--- config.mk ---
export PLATFORM = sky130hd
export DESIGN_NAME = bus_mux_reg
export DESIGN_NICKNAME = d
export VERILOG_FILES = /design/src/rtl/bus_mux_reg.sv
export SDC_FILE = /design/constraint.sdc
export NUM_CORES = 1
export LEC_CHECK = 0
export ABC_AREA = 1
export CORE_AREA = 2 2 223 225
export DETAILED_ROUTE_END_ITERATION = 7
export DIE_AREA = 0 0 225 227
export HOLD_SLACK_MARGIN = 0.02
export PLACE_DENSITY = 0.45
export REMOVE_ABC_BUFFERS = 1
export SLEW_MARGIN = 20
export SYNTH_ARGS = -nofsm -noshare
export SYNTH_HDL_FRONTEND = slang
export SYNTH_SLANG_ARGS = --single-unit
--- constraint.sdc ---
create_clock -name clock -period 2.5 [get_ports clock]
set_clock_uncertainty 0.2 [all_clocks]
set_input_delay 0.5 -clock clock [delete_from_list [all_inputs] [get_ports clock]]
set_output_delay 0.5 -clock clock [all_outputs]
set_load 0.01 [all_outputs]
--- src/rtl/bus_mux_reg.sv ---
// Registered N-source bus multiplexer with highest-index priority select,
// multi-driver conflict detection, sticky error flag and saturating conflict counter.
module bus_mux_reg #(
  parameter int unsigned WIDTH     = 32,
  parameter int unsigned NSRC      = 16,
  parameter int unsigned HOLD_LAST = 1,
  parameter int unsigned IDXW      = $clog2(NSRC)
) (
  input  logic                    clock,
  input  logic                    clear,
  input  logic [NSRC*WIDTH-1:0]   bus_in,
  input  logic [NSRC-1:0]         src_out,
  input  logic                    stall,
  input  logic                    err_clr,
  output logic [WIDTH-1:0]        bus_out,
  output logic                    bus_valid,
  output logic [IDXW-1:0]         sel_idx,
  output logic                    conflict,
  output logic                    conflict_err,
  output logic [7:0]              conflict_cnt
);

  localparam int unsigned CNTW    = 8;
  localparam logic [CNTW-1:0] CNT_MAX = {CNTW{1'b1}};

  logic [WIDTH-1:0] r_bus;
  logic             r_valid;
  logic [IDXW-1:0]  r_sel;
  logic             r_conflict;
  logic             r_err;
  logic [CNTW-1:0]  r_cnt;

  logic [IDXW-1:0]  w_sel_idx;
  logic [WIDTH-1:0] w_sel_data;
  logic             w_any;
  logic             w_multi;

  // Ascending scan: the last requester seen is the highest index and wins;
  // a request seen after another one marks a multi-driver cycle.
  always_comb begin
    w_sel_idx  = '0;
    w_sel_data = '0;
    w_any      = 1'b0;
    w_multi    = 1'b0;
    for (int i = 0; i < int'(NSRC); i++) begin
      if (src_out[i]) begin
        w_multi    = w_multi | w_any;
        w_any      = 1'b1;
        w_sel_idx  = IDXW'(i);
        w_sel_data = bus_in[i*WIDTH +: WIDTH];
      end
    end
  end

  // Output registers; err_clr is applied last so it beats a same-edge conflict
  // and still works while stalled.
  always_ff @(posedge clock or negedge clear) begin
    if (!clear) begin
      r_bus      <= '0;
      r_valid    <= 1'b0;
      r_sel      <= '0;
      r_conflict <= 1'b0;
      r_err      <= 1'b0;
      r_cnt      <= '0;
    end else begin
      if (!stall) begin
        r_conflict <= w_multi;
        if (w_any) begin
          r_bus   <= w_sel_data;
          r_sel   <= w_sel_idx;
          r_valid <= 1'b1;
        end else begin
          r_valid <= 1'b0;
          if (HOLD_LAST == 0) begin
            r_bus <= '0;
          end
        end
        if (w_multi) begin
          r_err <= 1'b1;
          if (r_cnt != CNT_MAX) begin
            r_cnt <= r_cnt + CNTW'(1);
          end
        end
      end else begin
        r_conflict <= 1'b0;
      end
      if (err_clr) begin
        r_err <= 1'b0;
        r_cnt <= '0;
      end
    end
  end

  assign bus_out      = r_bus;
  assign bus_valid    = r_valid;
  assign sel_idx      = r_sel;
  assign conflict     = r_conflict;
  assign conflict_err = r_err;
  assign conflict_cnt = r_cnt;

endmodule

==> flow_summary.ini, run 1 <==
[clock_network]
clkSlewWorstSetupHoldPaths_ns = 0.07
cts_max_level = 2
clk_path_buf_depth = 2
clock-sinks = 47
clock-root-buffer = clkbuf_16
cts_made_buffers = 5
cts_tree = done
clk_latency_ns = 0.29

[power_and_ir_drop]
ir_drop_v = 0.0002835
p_leak_nw = 5.926
powerDensity_mw_per_mm2 = 272.4

[placement]
dp_hpwl_microns = 44130
port_buffers = 578
gp_congestion = 0.8718

[worst_setup_path]
path_max_fanout = 8
worstSetupPathType = input pin to register
critPathRequiredTime_ns = 2.48
worstPathArrival_ns = 2.39
critPathCaptureType = register
critPathLaunchType = input pin

[sta]
rsz0062_at_grt = true
fin_crit_sh = 0.9660
max_freq_mhz = 414.1
tightest_slew_ns = 0.5289
whs_ns = 0.2907
setup_viol = 0
fin_crit_ns = 2.415
slew_violations = 0
hold_viol_final = 0
slew_headroom = 0.6463

[outcome]
status = completed

[synthesis]
ys_ff_latch = 47
ys_top_cells_by_count = nand2_1, nor2_1, a21oi_1
syn_area_sq_mm = 0.006578
ys_seq_area_frac = 0.1788
syn_area_per_cell_sq_um = 5.715
yosysUniqueCellTypes = 38
yosys_warnings = 0
synth_ff_type = dfrtp_1
synth_top_area_share = 0.2545
synth_area_leaders = nand2_1, dfrtp_1, nor2_1
yosys.area.top_type = nand2_1
synth_edf_count = 0
synth_cells = 1151
yosysMostFrequentCell = nand2_1
synthArstFlopShare = 1.000

[floorplan]
core_area_sq_mm = 0.04855
die_area_sq_mm = 0.05108
initial_utilization = 0.1355
die_h_microns = 227
die_w_microns = 225
io_pins = 579
rows = 81

[routing]
routedWlPerCell_microns = 21.26
vias_per_cell = 4.378
ant_nets = 0
routed_wl_microns = 51610
dr.pass1.iters = 5
drc = 0
dr_total_vias = 10630
drtIter0Drc = 570

[global_routing]
grt_use_total = 0.1914
grt_start_max_net_pins = 52
antenna_found_initial = 6
grt_pass1_vias = 11010
grt_overflow = 0
grt_pass1_wl_microns = 71580

[final_layout]
utilization = 0.2989
multi_input_area_sq_mm = 0.005019
drive_gt1_frac = 0.1524
num-nets-final = 2338
final-seq-area_sq_mm = 0.001176
area_growth_pct = 120.6
nFillCells = 5363

[job]
drv_cap = 0

[worst_hold_path]
hold_path.class = register to register
worst paths after layout:
check / startpoint / slack [ns] / depth (start not counted) / endpoint
setup / recovery: src_out[0] / 0.08 / 15 / bus_out[12]$_DFFE_PN0P_
hold / removal: sel_idx[1]$_DFFE_PN0P_ / 0.29 / 2 / sel_idx[1]$_DFFE_PN0P_
setup reg to reg: conflict_cnt[1]$_DFFE_PN0P_ / 0.21 / 7 / conflict_cnt[3]$_DFFE_PN0P_
hold reg to reg: sel_idx[1]$_DFFE_PN0P_ / 0.29 / 2 / sel_idx[1]$_DFFE_PN0P_
max in group asynchronous: clear / 1.02 / 3 / bus_out[23]$_DFFE_PN0P_
min in group asynchronous: clear / 0.51 / 2 / bus_out[5]$_DFFE_PN0P_
registers in the layout, indices dropped and copies added, names as in the netlist:
signal and flops:
sel_idx 4, bus_valid 1, conflict_cnt 8, bus_out 32, conflict_err 1, conflict 1
report_power, final:
group / total (mW) / switching, mW / internal [mW]
sequential: 0.889 / 0.0545 / 0.834
clock: 0.795 / 0.326 / 0.469
combinational: 2.27 / 0.953 / 1.32
total: 3.95 / 1.33 / 2.62
final cells by class:
class                   count  share of cell area
diodes                      1           0.0001725
clock buffers               6            0.008882
clock inverters             1            0.002070
inverters                  33            0.009055
multi-input cells         983              0.3459
flip-flops and latches     47             0.08106
well taps                 622             0.05364
repair buffers            735              0.4992
cells in the final DEF (no fill, tap or decap), drive strengths merged, types with 2 or more instances in the layout:
| master | Yosys | routed |
|---|---|---|
| nand4 | 10 | 10 |
| o22ai | 11 | 11 |
| a21oi | 105 | 105 |
| buf | 43 | 161 |
| xor2 | 4 | 4 |
| o221a | 41 | 41 |
| clkinv | 3 | 2 |
| nor2 | 178 | 178 |
| o21ai | 62 | 62 |
| clkbuf | 46 | 6 |
| nand3 | 36 | 37 |
| dfrtp | 47 | 47 |
| a221oi | 71 | 71 |
| clkinvlp | 0 | 2 |
| clkdlybuf4s50 | 0 | 568 |
| dlymetal6s2s | 0 | 5 |
| nor3 | 2 | 2 |
| inv | 30 | 29 |
| a31oi | 2 | 2 |
| nand2 | 451 | 451 |
cells by family after synthesis:
group	after synthesis	synth area share
xor gates and xnor gates	5	0.006657
buffers and inverters	122	0.08389
and+or+nand+nor	679	0.4177
DFF	47	0.1788
adders and majority gates	1	0.001902
AOI/OAI and AO/OA	297	0.3110
critical path: stages:
cell	delay (ns)
clkdlybuf4s50_1	0.44
buf_6	0.16
buf_4	0.15
nand2_1	0.05
nor2_1	0.04
nand2_1	0.05
nand2_1	0.04
o21ai_0	0.15
nand2_1	0.15
nand2_1	0.19
nand2_2	0.10
nand2_1	0.17
nand2_1	0.08
nand2_1	0.06
a21oi_1	0.05
layer usage:
| layer | vias up | global-route usage | routed length [microns] |
|---|---|---|---|
| met1 | 4893 | 0.2263 | 21000 |
| met3 | 44 | 0.04324 | 3584 |
| met5 | - | 0 | 13 |
| met2 | 420 | 0.3564 | 26150 |
| met4 | 2 | 0.03098 | 860 |
| li1 | 5270 | - | - |
per-stage QoR:
| stage | cell area, sq um | TNS (ns) | cells | setup slack [ns] | total power, mW |
|---|---|---|---|---|---|
| after floorplan | 6150 | -5.000 | 1062 | -0.1970 | 1.463 |
| after global placement | 14040 | -13.69 | 2409 | -0.4454 | 3.132 |
| after detailed placement | 14040 | -14.31 | 2409 | -0.4513 | 3.133 |
| after CTS | 14290 | 0 | 2420 | 0.0004148 | 3.972 |
| after global routing | 14510 | -0.02129 | 2427 | -0.01309 | 4.210 |
| final | 14510 | 0 | 2428 | 0.08490 | 3.952 |
repair_timing:
| item | CTS | global route |
|---|---|---|
| hold buffers | 1 | 0 |
| buffers inserted | 3 | 6 |
| setup endpoints to repair | 18 | 40 |
| gates resized for setup | 23 | 46 |
| pin swaps | 5 | 10 |
| endpoints found under the hold margin | 17 | 0 |
| cloned | 0 | 1 |
Note: power is estimated with default switching activity, not from simulation.
==> inputs of run 2 (changes only) <==
Settings changed: CELL_PAD_IN_SITES_DETAIL_PLACEMENT from default to 2, CELL_PAD_IN_SITES_GLOBAL_PLACEMENT from default to 2, CORE_AREA 2 2 223 225 to 2 2 227 229, DIE_AREA 0 0 225 227 to 0 0 229 231, PLACE_DENSITY 0.45 to 0.82.
==> run 2 against run 1 <==
  * Global-route usage increased by 1.9 points
  * First-iteration DRC count fell by 28%
  * Critical path depth fell by 6
  * Cell count is 2.0% higher
  * Final area is the same
  * Wire length is 12% higher
==> flow_summary.ini, run 2 (same netlist as run 1, synthesis figures left out) <==
[global_routing]
grt_start_max_net_pins = 38
grt_pass1_vias = 12610
antenna_found_initial = 4
grt_use_total = 0.2101
grt_pass1_wl_microns = 82540
grt_overflow = 0

[worst_setup_path]
critPathRequiredTime_ns = 2.55
critPathCaptureType = register
path_max_fanout = 12
worstSetupPathType = input pin to register
r2r_slack_ns = 0.21
critPathLaunchType = input pin
worstPathArrival_ns = 2.44

[final_layout]
most-common-layout-cells = clkdlybuf4s50_1, nand2_1, nor2_1
largest_reg_flops = 32
final_common_cell = clkdlybuf4s50_1
fin_cells = 2477
area_growth_pct = 120.6
drive_gt1_frac = 0.1378
num-nets-final = 2325

[outcome]
status = completed

[sta]
hold_viol_final = 0
max_freq_mhz = 418.8
slew_headroom = 0.6110
slew_violations = 0
setup_viol = 0
fin_crit_sh = 0.9552
fin_crit_ns = 2.388
tightest_slew_ns = 0.5781
whs_ns = 0.2856
rsz0062_at_grt = false

[clock_network]
cts_tree = done
clk_path_buf_depth = 2
clk_latency_ns = 0.31
clock-root-buffer = clkbuf_16
cts_made_buffers = 5
cts_max_level = 2
clkSlewWorstSetupHoldPaths_ns = 0.07
clock-sinks = 47

[job]
drv_cap = 0

[placement]
gp_congestion = 0.9117
dp_hpwl_microns = 49860
port_buffers = 578
placedCellCount = 2456

[power_and_ir_drop]
powerDensity_mw_per_mm2 = 270.4
ir_drop_v = 0.0002601
p_leak_nw = 5.889

[floorplan]
die_w_microns = 229
rows = 83
die_area_sq_mm = 0.05290
initial_utilization = 0.1298
io_pins = 579
core_area_sq_mm = 0.05068
die_h_microns = 231

[routing]
routed_wl_microns = 57630
drtIter0Drc = 411
ant_nets = 0
drc = 0
routedWlPerCell_microns = 23.26
dr_total_vias = 11110
vias_per_cell = 4.486
dr.pass1.iters = 4

[worst_hold_path]
hold_path.class = register to register
[run 2: cell count changes in the layout (fill, tap and decap cells not counted), moves of 6 or more]
cell	before	now
a221oi_2	10	4
buf_4	128	108
buf_12	21	30
o21ai_1	14	6
a221oi_1	61	67
nand2_1	429	438
o21ai_0	44	54
nand2_2	20	11
[run 2: metal layers]
layer	global-route usage	up-vias	part of all wire
met5	0	-	0.00043
met4	0.05073	4	0.024
met3	0.04780	53	0.064
met2	0.3941	439	0.52
met1	0.2388	5376	0.40
li1	-	5241	-
[run 2: stage by stage]
| step | setup slack [ns] | total power [mW] | instance area (sq um) | setup TNS, ns | utilization |
|---|---|---|---|---|---|
| after CTS | 0.0005886 | 3.980 | 14380 | 0 | 0.2838 |
| after detailed placement | -0.5169 | 3.213 | 14150 | -12.39 | 0.2792 |
| after global routing | 0.02028 | 4.171 | 14500 | 0 | 0.2861 |
| final | 0.1120 | 3.923 | 14510 | 0 | 0.2863 |
| after floorplan | -0.1970 | 1.463 | 6150 | -5.000 | - |
| after global placement | -0.5032 | 3.165 | 14150 | -9.284 | 0.2792 |
[run 2: cell type report]
type	instances	area (sq um)
Clock buffer	5	125.1
Multi-Input combinational cell	983	4961
Antenna cell	4	10.01
Tap cell	680	850.8
Fill cell	6061	36170
Inverter	33	127.6
Timing Repair Buffer	722	7239
Clock inverter	3	18.77
Sequential cell	47	1176
[run 2: worst max-delay path, cell delays in order]
cell and delay [ns]:
clkdlybuf4s50_1 0.52, nor2_4 0.22, buf_6 0.22, o21ai_0 0.19, o21ai_2 0.30, nand3_4 0.16
nand3_4 0.15, nand2_1 0.10, nand2_1 0.06
[run 2: path summary, 6_finish.rpt]
| path | from | end | cells after the start |
|---|---|---|---|
| worst max register to register | conflict_cnt[0]$_DFFE_PN0P_ | conflict_cnt[6]$_DFFE_PN0P_ | 7 |
| worst min-delay path | bus_out[30]$_DFFE_PN0P_ | bus_out[30]$_DFFE_PN0P_ | 2 |
| max in group asynchronous | clear | bus_out[26]$_DFFE_PN0P_ | 3 |
| worst max-delay path | src_out[12] | conflict_cnt[6]$_DFFE_PN0P_ | 9 |
| worst min register to register | bus_out[30]$_DFFE_PN0P_ | bus_out[30]$_DFFE_PN0P_ | 2 |
| min in group asynchronous | clear | bus_out[5]$_DFFE_PN0P_ | 2 |
[run 2: repair_timing]
action / CTS / global route
buffers inserted: 4 / 3
pin swaps: 2 / 8
hold buffers: 1 / 0
gates resized for setup: 13 / 24
gates cloned: 0 / 1
setup endpoints to repair: 14 / 35
endpoints found under the hold margin: 14 / 0
[run 2: where the power goes]
group / total, mW / internal, mW / switching [mW]
Sequential: 0.884 / 0.834 / 0.0503
Combinational: 2.32 / 1.32 / 1.00
Clock: 0.717 / 0.372 / 0.345
Total: 3.92 / 2.52 / 1.40
